## config.mk

```make
export PLATFORM = sky130hd
export DESIGN_NAME = mult_seq_ctrl
export DESIGN_NICKNAME = d
export VERILOG_FILES = /design/src/rtl/mult_seq_ctrl_pkg.sv /design/src/rtl/mult_iter_cnt.sv /design/src/rtl/mult_seq_ctrl.sv
export SDC_FILE = /design/constraint.sdc
export NUM_CORES = 1
export LEC_CHECK = 0
export CORE_MARGIN = 2
export CORE_UTILIZATION = 34
export CTS_CLUSTER_DIAMETER = 200
export DETAILED_ROUTE_END_ITERATION = 10
export PLACE_DENSITY = 0.73
export RECOVER_POWER = 50
export SYNTH_ARGS = -nofsm -noshare
export SYNTH_HDL_FRONTEND = slang
export SYNTH_SLANG_ARGS = --single-unit
export TNS_END_PERCENT = 1
```

## constraint.sdc

```tcl
create_clock -name clk -period 1.4 [get_ports clk]
set_input_delay 0.28 -clock clk [delete_from_list [all_inputs] [get_ports clk]]
set_output_delay 0.28 -clock clk [all_outputs]
set_load 0.01 [all_outputs]
```

## src/rtl/mult_seq_ctrl_pkg.sv

```systemverilog
// Shared types and constants for the sequential multiplier controller:
// state encoding, register-file map and a constant-foldable clog2.
package mult_seq_ctrl_pkg;

  typedef enum logic [2:0] {
    IDLE,
    CLEAR,
    FETCH,
    ADD,
    SHIFT,
    FIN
  } state_t;

  localparam int REG_A  = 0;
  localparam int REG_B  = 1;
  localparam int REG_LO = 2;
  localparam int REG_HI = 3;

  function automatic int clog2(input int value);
    int result;
    result = 0;
    for (int v = value - 1; v > 0; v = v >> 1) begin
      result = result + 1;
    end
    return result;
  endfunction

endpackage

```

## src/rtl/mult_iter_cnt.sv

```systemverilog
// Iteration counter for the multiplier sequencer: sync clear, count enable,
// and a flag that marks the final iteration.
module mult_iter_cnt #(
  parameter int ITER = 16,
  parameter int CW   = 4
) (
  input  logic          clk,
  input  logic          rst,
  input  logic          clr,
  input  logic          en,
  output logic [CW-1:0] count,
  output logic          last
);

  localparam logic [CW-1:0] LAST_VAL = CW'(ITER - 1);
  localparam logic [CW-1:0] ONE      = CW'(1);

  always_ff @(posedge clk) begin
    if (rst || clr) begin
      count <= '0;
    end else if (en) begin
      count <= count + ONE;
    end
  end

  assign last = (count == LAST_VAL);

endmodule

```

## src/rtl/mult_seq_ctrl.sv

```systemverilog
// Control sequencer for a shift-and-add multiplier: walks CLEAR, then
// FETCH/ADD/SHIFT once per multiplier digit, then a one-cycle FIN.
module mult_seq_ctrl
  import mult_seq_ctrl_pkg::*;
#(
  parameter int WIDTH = 16,
  parameter int DIGIT = 1,
  parameter int NREG  = 5,
  localparam int ITER = WIDTH / DIGIT,
  localparam int CW   = clog2(ITER)
) (
  input  logic            clk,
  input  logic            rst,
  input  logic            start,
  input  logic            abort,
  input  logic            acc_mode,
  input  logic            msb_first,
  output logic            busy,
  output logic            done,
  output logic            ppgen_en,
  output logic            add_en,
  output logic            shift_en,
  output logic            left_right,
  output logic [NREG-1:0] rd_enA,
  output logic [NREG-1:0] rd_enB,
  output logic [NREG-1:0] wr_en,
  output logic [CW-1:0]   iter
);

  if (WIDTH < 4 || (WIDTH & (WIDTH - 1)) != 0) begin : g_bad_width
    $error("mult_seq_ctrl: WIDTH must be a power of two >= 4");
  end
  if (DIGIT != 1 && DIGIT != 2) begin : g_bad_digit
    $error("mult_seq_ctrl: DIGIT must be 1 or 2");
  end
  if (NREG < 5) begin : g_bad_nreg
    $error("mult_seq_ctrl: NREG must be 5 or greater");
  end

  localparam logic [NREG-1:0] ONE_HOT = NREG'(1);
  localparam logic [NREG-1:0] EN_A    = ONE_HOT << REG_A;
  localparam logic [NREG-1:0] EN_B    = ONE_HOT << REG_B;
  localparam logic [NREG-1:0] EN_LO   = ONE_HOT << REG_LO;
  localparam logic [NREG-1:0] EN_HI   = ONE_HOT << REG_HI;

  state_t          state;
  state_t          next_state;
  logic            acc_lat;
  logic            msb_lat;
  logic [CW-1:0]   iter_cnt;
  logic            iter_last;
  logic            cnt_clr;
  logic            cnt_en;

  // Mode bits are captured only on an accepted start so later toggles are inert.
  always_ff @(posedge clk) begin
    if (rst) begin
      state   <= IDLE;
      acc_lat <= 1'b0;
      msb_lat <= 1'b0;
    end else begin
      state <= next_state;
      if (state == IDLE && start && !abort) begin
        acc_lat <= acc_mode;
        msb_lat <= msb_first;
      end
    end
  end

  always_comb begin
    next_state = state;
    case (state)
      IDLE:    if (start) next_state = CLEAR;
      CLEAR:   next_state = FETCH;
      FETCH:   next_state = ADD;
      ADD:     next_state = SHIFT;
      SHIFT:   next_state = iter_last ? FIN : FETCH;
      FIN:     next_state = IDLE;
      default: next_state = IDLE;
    endcase
    if (abort) begin
      next_state = IDLE;
    end
  end

  // Counter returns to zero whenever the operation ends, normally or by abort.
  assign cnt_clr = (next_state == IDLE) || (next_state == FIN);
  assign cnt_en  = (state == SHIFT) && (next_state == FETCH);

  mult_iter_cnt #(
    .ITER (ITER),
    .CW   (CW)
  ) u_iter_cnt (
    .clk   (clk),
    .rst   (rst),
    .clr   (cnt_clr),
    .en    (cnt_en),
    .count (iter_cnt),
    .last  (iter_last)
  );

  always_comb begin
    busy       = (state != IDLE);
    done       = 1'b0;
    ppgen_en   = 1'b0;
    add_en     = 1'b0;
    shift_en   = 1'b0;
    left_right = 1'b0;
    rd_enA     = '0;
    rd_enB     = '0;
    wr_en      = '0;
    iter       = iter_cnt;
    case (state)
      CLEAR: begin
        if (!acc_lat) wr_en = EN_LO | EN_HI;
      end
      FETCH: begin
        ppgen_en = 1'b1;
        rd_enA   = EN_A;
        rd_enB   = EN_B;
      end
      ADD: begin
        add_en = 1'b1;
        rd_enA = EN_HI;
        wr_en  = EN_HI;
      end
      SHIFT: begin
        shift_en   = 1'b1;
        left_right = msb_lat;
        rd_enA     = EN_LO;
        rd_enB     = EN_HI;
        wr_en      = EN_LO | EN_HI;
      end
      FIN:     done = 1'b1;
      default: ;
    endcase
  end

endmodule

```

Yosys cells after proc, flatten, opt, wreduce, memory -nomap -nowiden
Index checks and enable logic that the tools add are counted.
{"block": "totals", "output_inout_bits": 25, "ff_bits": 9, "elab_cells": 35}
{"block": "op_classes", "reduce_logical": 9, "n_addsub": 1, "muxes": 13, "eq_ne": 8}
{"cell": "4-bit case mux with 3 select lines", "count": 2}
{"cell": "3-bit case mux with 5 select lines", "count": 1}
{"cell": "3-bit by 2-bit equality test with 1-bit output, second input constant", "count": 3}
{"cell": "3-bit equality test, second input constant", "count": 3}
{"cell": "3-bit two-way mux", "count": 3}
{"cell": "4-bit case mux with 2 select lines", "count": 1}
{"cell": "3-bit logical NOT", "count": 2}
{"cell": "1-bit two-way mux", "count": 5}
{"cell": "4-bit by 1-bit adder with 4-bit output, second input constant", "count": 1}
{"cell": "4-bit equality test, second input constant", "count": 1}
{"cell": "4-bit two-way mux", "count": 1}
{"cell": "3-bit by 1-bit equality test with 1-bit output, second input constant", "count": 1}
{"cell": "1-bit logical AND", "count": 3}
{"cell": "3-bit nonzero test", "count": 1}
{"cell": "1-bit logical OR", "count": 2}
{"cell": "1-bit logical NOT", "count": 1}

Depth between registers and ports, before layout
Gate-level depths: netlist of the first run.
{"block": "depth", "depth_word": 7, "mapped_depth": 5}

Modules after synthesis
Synthesis of the first run repeated with hierarchy kept, for this count alone.
{"block": "hier_totals", "hier_cells": 73, "hier_area_um2": 631.9}
{"mod": "mult_seq_ctrl", "seq_area_each_um2": 100.1, "area_per_inst_um2": 437.9, "instances": 1, "cells_per_inst": 55}
{"mod": "mult_iter_cnt", "seq_area_each_um2": 80.1, "area_per_inst_um2": 193.9, "instances": 1, "cells_per_inst": 18}

Worst setup path after synthesis of the first run
Ideal clock, no wire load.
{"block": "synth_path", "path_type": "reg2reg", "from": "reg state[0]", "to": "reg u_iter_cnt.count[3]", "setup_slack_ns": 0.017, "stages_incl_launch_ff": 5, "arrival_ns": 1.309, "path_cell_list": "dfxtp_1 clkbuf_8 nor3b_4 or3b_1 a31oi_1"}
{"block": "synth_between", "elab_chain_cells": 6}
{"item": "start, declared", "line": "mult_seq_ctrl.sv:46", "source": "state_t state;"}
{"item": "start signal, assigned", "line": "mult_seq_ctrl.sv:62", "source": "state <= next_state;"}
{"item": "3-bit equality test (tied with other cells)", "line": "mult_seq_ctrl.sv:72, mult_seq_ctrl.sv:88"}
{"item": "3-bit case mux with 5 select lines", "line": "mult_seq_ctrl.sv:72", "source": "case (state)"}
{"item": "3-bit two-way mux", "line": "mult_seq_ctrl.sv:81", "source": "if (abort) begin"}
{"item": "3-bit equality test or 3-bit logical NOT (tied branches)", "line": "mult_seq_ctrl.sv:87", "source": "assign cnt_clr = (next_state == IDLE) || (next_state == FIN);"}
{"item": "1-bit logical OR", "line": "mult_seq_ctrl.sv:87"}
{"item": "1-bit logical OR", "line": "mult_iter_cnt.sv:19", "source": "if (rst || clr) begin"}
{"item": "end signal, assigned", "line": "mult_iter_cnt.sv:22", "source": "count <= count + ONE;"}
{"item": "end, declared", "line": "mult_iter_cnt.sv:11", "source": "output logic [CW-1:0] count,"}
Several ways; a longest one is shown, not always the timed one.
A chain may end at the register's enable or synchronous reset.

Worst setup path after layout of the first run
{"block": "layout_path", "from": "reg state[0]", "to": "out left_right"}
{"block": "layout_between", "elab_chain_cells": 2}
{"item": "3-bit equality test", "line": "mult_seq_ctrl.sv:113", "source": "case (state)"}
{"item": "1-bit two-way mux", "line": "mult_seq_ctrl.sv:113"}
{"item": "end, declared", "line": "mult_seq_ctrl.sv:23", "source": "output logic left_right,"}
Every way passes these cells.

==> results of run 1 <==
## worst paths after layout
check / startpoint / endpoint / slack [ns] / depth (start not counted)
hold reg to reg: msb_lat$_SDFFE_PP0P_ / msb_lat$_SDFFE_PP0P_ / 0.48 / 2
hold / removal: msb_lat$_SDFFE_PP0P_ / msb_lat$_SDFFE_PP0P_ / 0.48 / 2
setup reg to reg: state[0]$_SDFF_PP0_ / u_iter_cnt.count[3]$_SDFFE_PP0P_ / -0.10 / 6
setup / recovery: state[0]$_SDFF_PP0_ / left_right / -0.13 / 4
## worst register-to-register path: stages, from the launching register on
cell,delay (ns)
dfxtp_2,0.34
buf_6,0.13
nor3b_4,0.23
buf_6,0.15
buf_6,0.11
or3b_1,0.34
a31oi_1,0.12
## cell usage in the layout (no fill, tap or decap), types with 2 or more instances in the layout
cell type,Yosys,routed
a21oi_1,6,5
and2_1,3,3
buf_2,1,7
buf_4,10,17
buf_6,0,9
clkbuf_4,0,3
clkdlybuf4s50_1,0,5
conb_1,1,8
dfxtp_1,9,6
dfxtp_4,0,2
dlygate4sd2_1,0,4
inv_1,5,3
inv_2,0,2
nand3_1,8,8
nor2_1,3,3
nor3_1,3,2
o21ai_0,5,4
## final cells by class
class	instances	share of cell area
well taps	25	0.0311
flip-flops and latches	9	0.188
multi-input cells	57	0.370
inverters	5	0.0186
repair buffers	43	0.366
clock buffers	4	0.0261
## registers in the layout, indices dropped and copies added (netlist names)
name,count
state,3
acc_lat,1
u_iter_cnt.count,4
msb_lat,1
## metrics by stage
stage	setup slack [ns]	util	setup TNS [ns]
2_1_floorplan	0.0172	-	0
3_3_place_gp	-0.218	0.535	-2.64
3_5_place_dp	-0.261	0.535	-3.08
4_1_cts	-0.0947	0.563	-0.879
5_1_grt	-0.163	0.590	-1.68
6_report	-0.131	0.590	-1.08
## routing by layer
metal  GRT usage  share of wire  vias up
li1            -              -      334
met1       0.212           0.45      313
met2       0.297           0.50       20
met3      0.0353          0.040        2
met4      0.0686         0.0082        0
met5           0              0        -
## what timing repair did
action,CTS,global route
pin swaps,5,3
buffers inserted,3,1
endpoints found under the setup margin,20,18
hold buffers,0,0
resized for setup,76,8
gates cloned,0,0
## kinds of logic after synthesis
kind of cell | count (synthesis) | synth area share
buffers and inverters | 18 | 0.192
and+or+nand+nor | 32 | 0.324
xor gates and xnor gates | 1 | 0.0145
DFF | 9 | 0.298
AOI/OAI and AO/OA | 15 | 0.145
adders and majority gates | 1 | 0.0207
other | 1 | 0.00619
## report_power, final
part / total [mW] / switching [mW] / internal (mW)
logic: 0.110 / 0.0509 / 0.0593
registers: 0.262 / 0.00466 / 0.258
clock network: 0.211 / 0.101 / 0.110
==> flow_summary.toml, run 1 <==
[layout]
seqCellArea_um2 = 189
fill_cells = 153
fin_nets = 126
instances_no_fill = 143
fin_area_um2 = 1010
multiInputGateArea_um2 = 373
num_antenna_cells = 0
drive_gt1_frac = 0.441
syn_to_final_growth_pct = 66.3

[sta]
slew_viol_final = 0
setup_ws_ns = -0.131
fin_skew_ns = 0.00677
rsz0062_at_grt = "yes"
max_freq_mhz = 653
hold_slack_ns = 0.484
finalCritPeriodShare = 1.09
hold_viol = 0
period_minus_slack_ns = 1.53
setup_viol = 14

[critical_path]
cpPeakStageDelay_ns = 0.34
crit_buf_inv = 2
critical_path.slowest_cell = "dfxtp_2"
cpMostUsedCell = "buf_6"
critPathTopFamily = "simple AND/OR/NAND/NOR gates"
endpoint_kind = "primary output"
critPathKind = "reg2out"
critPathMaxFanout = 4
arrival_ns = 1.25
worstPathCellList = "buf_6, nor3b_4, and2_4, buf_6"
worstPathRequired_ns = 1.12
startpoint_type = "register"

[yosys]
yosys_warnings = 0
ys.flop_type = "dfxtp_1"
yosysTopAreaCell = "dfxtp_1"
yosysMostFrequentCell = "buf_4"
synth-seq-cells = 9
synth_edf_count = 0
ys_types = 33
async_flop_share = 0
avgSynthCellArea_um2 = 7.86
synth.area.top_cells = "dfxtp_1 (30%), buf_4 (12%), nand3_1 (6.6%)"
ys_seq_area_frac = 0.298
post_synth_inst_count = 77
syn-cell-area_um2 = 606
synth_common_cells = "buf_4 (10), dfxtp_1 (9), nand3_1 (8)"
synth_top_area_frac = 0.298

[die]
core_um2 = 1710
die_h_um = 46.2
dieArea_um2 = 2130
row_count = 15
fp.dieW_um = 46.2
initial_core_util = 0.355
pin_count = 31

[route]
drc_errors = 0
via_per_inst = 4.68
drt_wl_total_mm = 1.58
via_count = 669
first_pass_iters = 4
routedWlPerCell_um = 11.1
dr.first_iter.drc_count = 7
detail-route-antenna-nets = 0

[clocking]
h-tree-depth = 1
insertion_delay_ns = 0.27
clock_path_buffers = 2
path_clk_slew_ns = 0.07
cts-root-buf = "clkbuf_4"
clock-sinks = 9
cts_buffers = 3
cts_tree = "yes"

[grt]
grt-ovfl-total = 0
grt_usage = 0.175
grt_pass1_wl_mm = 2.64
antenna_found_initial = 0
grt_max_degree = 8
grt_pass1_vias = 621

[power]
power.total_mw = 0.584
vdd_ir_drop_max_mv = 0.336
power_density_nw_per_um2 = 580
p_leak_nw = 0.504

[placed_design]
place_hpwl_mm = 1.17
gp_congestion = 0.709
place_area_um2 = 913
numPortBuffers = 22
placedCellCount = 135

[status]
outcome = "complete, but fails checks"
violations = "setup timing"

[job]
maxCapViolations = 0

[min_path]
min_path_type = "reg2reg"
No activity file was read; power rests on OpenSTA's default activity.
==> run 2: changes to the inputs <==
--- a/config.mk
+++ b/config.mk
@@ -5,13 +5,14 @@
 export SDC_FILE = /design/constraint.sdc
 export NUM_CORES = 1
 export LEC_CHECK = 0
-export CORE_MARGIN = 2
-export CORE_UTILIZATION = 34
+export CORE_MARGIN = 4
+export CORE_UTILIZATION = 35
 export CTS_CLUSTER_DIAMETER = 200
 export DETAILED_ROUTE_END_ITERATION = 10
-export PLACE_DENSITY = 0.73
+export PLACE_DENSITY = 0.74
 export RECOVER_POWER = 50
 export SYNTH_ARGS = -nofsm -noshare
 export SYNTH_HDL_FRONTEND = slang
+export SYNTH_HIERARCHICAL = 1
 export SYNTH_SLANG_ARGS = --single-unit
 export TNS_END_PERCENT = 1
==> run 2 against run 1 <==
Against the previous run: sequential power about the same; hold slack worse by 0.0071 ns; highest routed layer unchanged; critical endpoint is now wr_en[3]; via count shrank 1.0%; first-iteration DRC count decreased by 43%; synthesized area increased by 4.3%; the run still ends with setup timing left; core utilization up 6.1 points.
==> flow_summary.toml, run 2 <==
[status]
outcome = "complete, but fails checks"
violations = "setup timing"

[die]
row_count = 15
initial_core_util = 0.366
pin_count = 31
core_um2 = 1730
dieArea_um2 = 2550
die_h_um = 50.5
fp.dieW_um = 50.5

[yosys]
synth.area.top_cells = "dfxtp_1 (29%), buf_4 (12%), nor3b_1 (7.1%)"
synth-seq-cells = 9
yosysTopAreaCell = "dfxtp_1"
ys_seq_area_frac = 0.285
yosys_warnings = 6
synth_common_cells = "buf_4 (10), dfxtp_1 (9), nor2_1 (6), nor3_1 (6), nor3b_1 (6)"
synth_top_area_frac = 0.285
post_synth_inst_count = 73
synth_edf_count = 0
syn-cell-area_um2 = 632
async_flop_share = 0
ys_types = 29
avgSynthCellArea_um2 = 8.66
yosysMostFrequentCell = "buf_4"
ys.flop_type = "dfxtp_1"

[layout]
most-common-layout-cells = "buf_4 (21), buf_2 (9), conb_1 (8), buf_6 (8)"
final_common_cell = "buf_4"
syn_to_final_growth_pct = 77.8
instances_no_fill = 145
largest_register_ff_count = 4
top_register = "u_iter_cnt/count"
fin_nets = 128
drive_gt1_frac = 0.517
fin_area_um2 = 1120
top_regs = "u_iter_cnt/count x4, state x3"
num_antenna_cells = 0

[placed_design]
placedCellCount = 138
gp_congestion = 0.734
numPortBuffers = 22
place_hpwl_mm = 1.28
place_area_um2 = 1040

[sta]
setup_viol = 11
rsz0062_at_grt = "yes"
fin_skew_ns = 0.00289
hold_viol = 0
slew_viol_final = 0
max_freq_mhz = 657
setup_ws_ns = -0.121
finalCritPeriodShare = 1.09
period_minus_slack_ns = 1.52
fin_tns_setup_ns = -0.853

[clocking]
cts_buffers = 3
clock_path_buffers = 2
insertion_delay_ns = 0.26
cts-root-buf = "clkbuf_4"
hold_buffers = 0
clock-sinks = 9
cts_tree = "yes"
path_clk_slew_ns = 0.06
h-tree-depth = 1

[grt]
grt-ovfl-total = 0
grt_usage = 0.133
antenna_found_initial = 0
grt_pass1_vias = 600
grt_pass1_wl_mm = 2.57
grt_max_degree = 9

[route]
route.met2.wl_um = 862
first_pass_iters = 4
detail-route-antenna-nets = 0
met1Wirelength_um = 686
routed.top_layer = "met4"
via_per_inst = 4.57
via_count = 662
drt_wl_total_mm = 1.67
dr.first_iter.drc_count = 4
drc_errors = 0
met3_length_um = 93
routedWlPerCell_um = 11.5

[critical_path]
endpoint_kind = "primary output"
arrival_ns = 1.24
worstPathRequired_ns = 1.12
critPathMaxFanout = 8
critPathKind = "reg2out"
startpoint_type = "register"

[power]
power_density_nw_per_um2 = 515
power_switching_share = 0.258
combPwrFrac = 0.201
p_switching_mw = 0.149
vdd_ir_drop_max_mv = 0.360
clkPwrFrac = 0.343
seqPwrFrac = 0.455
internal_power_mw = 0.430
p_leak_nw = 0.533

[job]
maxCapViolations = 0

[min_path]
min_path_type = "reg2reg"
run 2: power groups by stage:
stage	Clock [mW]	Combinational (mW)	Sequential [mW]
after floorplan	0	0.0658	0.271
after global placement	0	0.108	0.272
after detailed placement	0	0.110	0.273
after CTS	0.205	0.110	0.265
after global routing	0.213	0.127	0.264
final	0.199	0.116	0.264
run 2: per-stage QoR:
step / hold WS [ns] / worst slack [ns] / power, mW / util
after global placement: 0.463 / -0.216 / 0.380 / 0.600
final: 0.477 / -0.121 / 0.579 / 0.651
after CTS: 0.476 / -0.147 / 0.579 / 0.612
after floorplan: 0.357 / -0.200 / 0.337 / -
after global routing: 0.498 / -0.196 / 0.604 / 0.651
after detailed placement: 0.466 / -0.252 / 0.382 / 0.600
run 2: critical path: stages (launching register included):
cell      delay, ns
dfxtp_4        0.38
and3b_1        0.19
buf_4          0.13
o21bai_1       0.14
buf_2          0.14
run 2: routing by layer:
layer	vias to the layer above	track usage
li1	334	-
met1	303	0.147
met3	2	0.0148
met2	23	0.228
met4	0	0.108
met5	-	0
run 2: worst paths after layout:
path	cells after the start	startpoint	slack, ns	endpoint
worst max-delay path	4	state[2]$_SDFF_PP0_	-0.12	wr_en[3]
worst min-delay path	2	msb_lat$_SDFFE_PP0P_	0.48	msb_lat$_SDFFE_PP0P_
worst max register to register	5	state[0]$_SDFF_PP0_	-0.12	u_iter_cnt/count[3]$_SDFFE_PP0P_
worst min register to register	2	msb_lat$_SDFFE_PP0P_	0.48	msb_lat$_SDFFE_PP0P_
run 2: final cells by class:
| cell class | count | area (um2) |
|---|---|---|
| Timing Repair Buffer | 49 | 392 |
| Sequential cell | 9 | 193 |
| Inverter | 2 | 7.51 |
| Multi-Input combinational cell | 56 | 474 |
| Tap cell | 25 | 31.3 |
| Clock buffer | 4 | 26.3 |
| Fill cell | 151 | 603 |
run 2: repair_timing:
item                       in CTS  in global routing
pin swaps                       7                  4
buffers inserted                1                  2
setup endpoints to repair      23                 18
resized for setup              55                 24
run 2: cells by family after synthesis:
logic type	count (synthesis)	share of synthesized area
simple gates	32	0.335
buf+inv	15	0.150
xor+xnor	2	0.0277
mux	5	0.0871
compound gates	8	0.0891
other cells	1	0.00593
flops	9	0.285
fa+ha+maj	1	0.0198
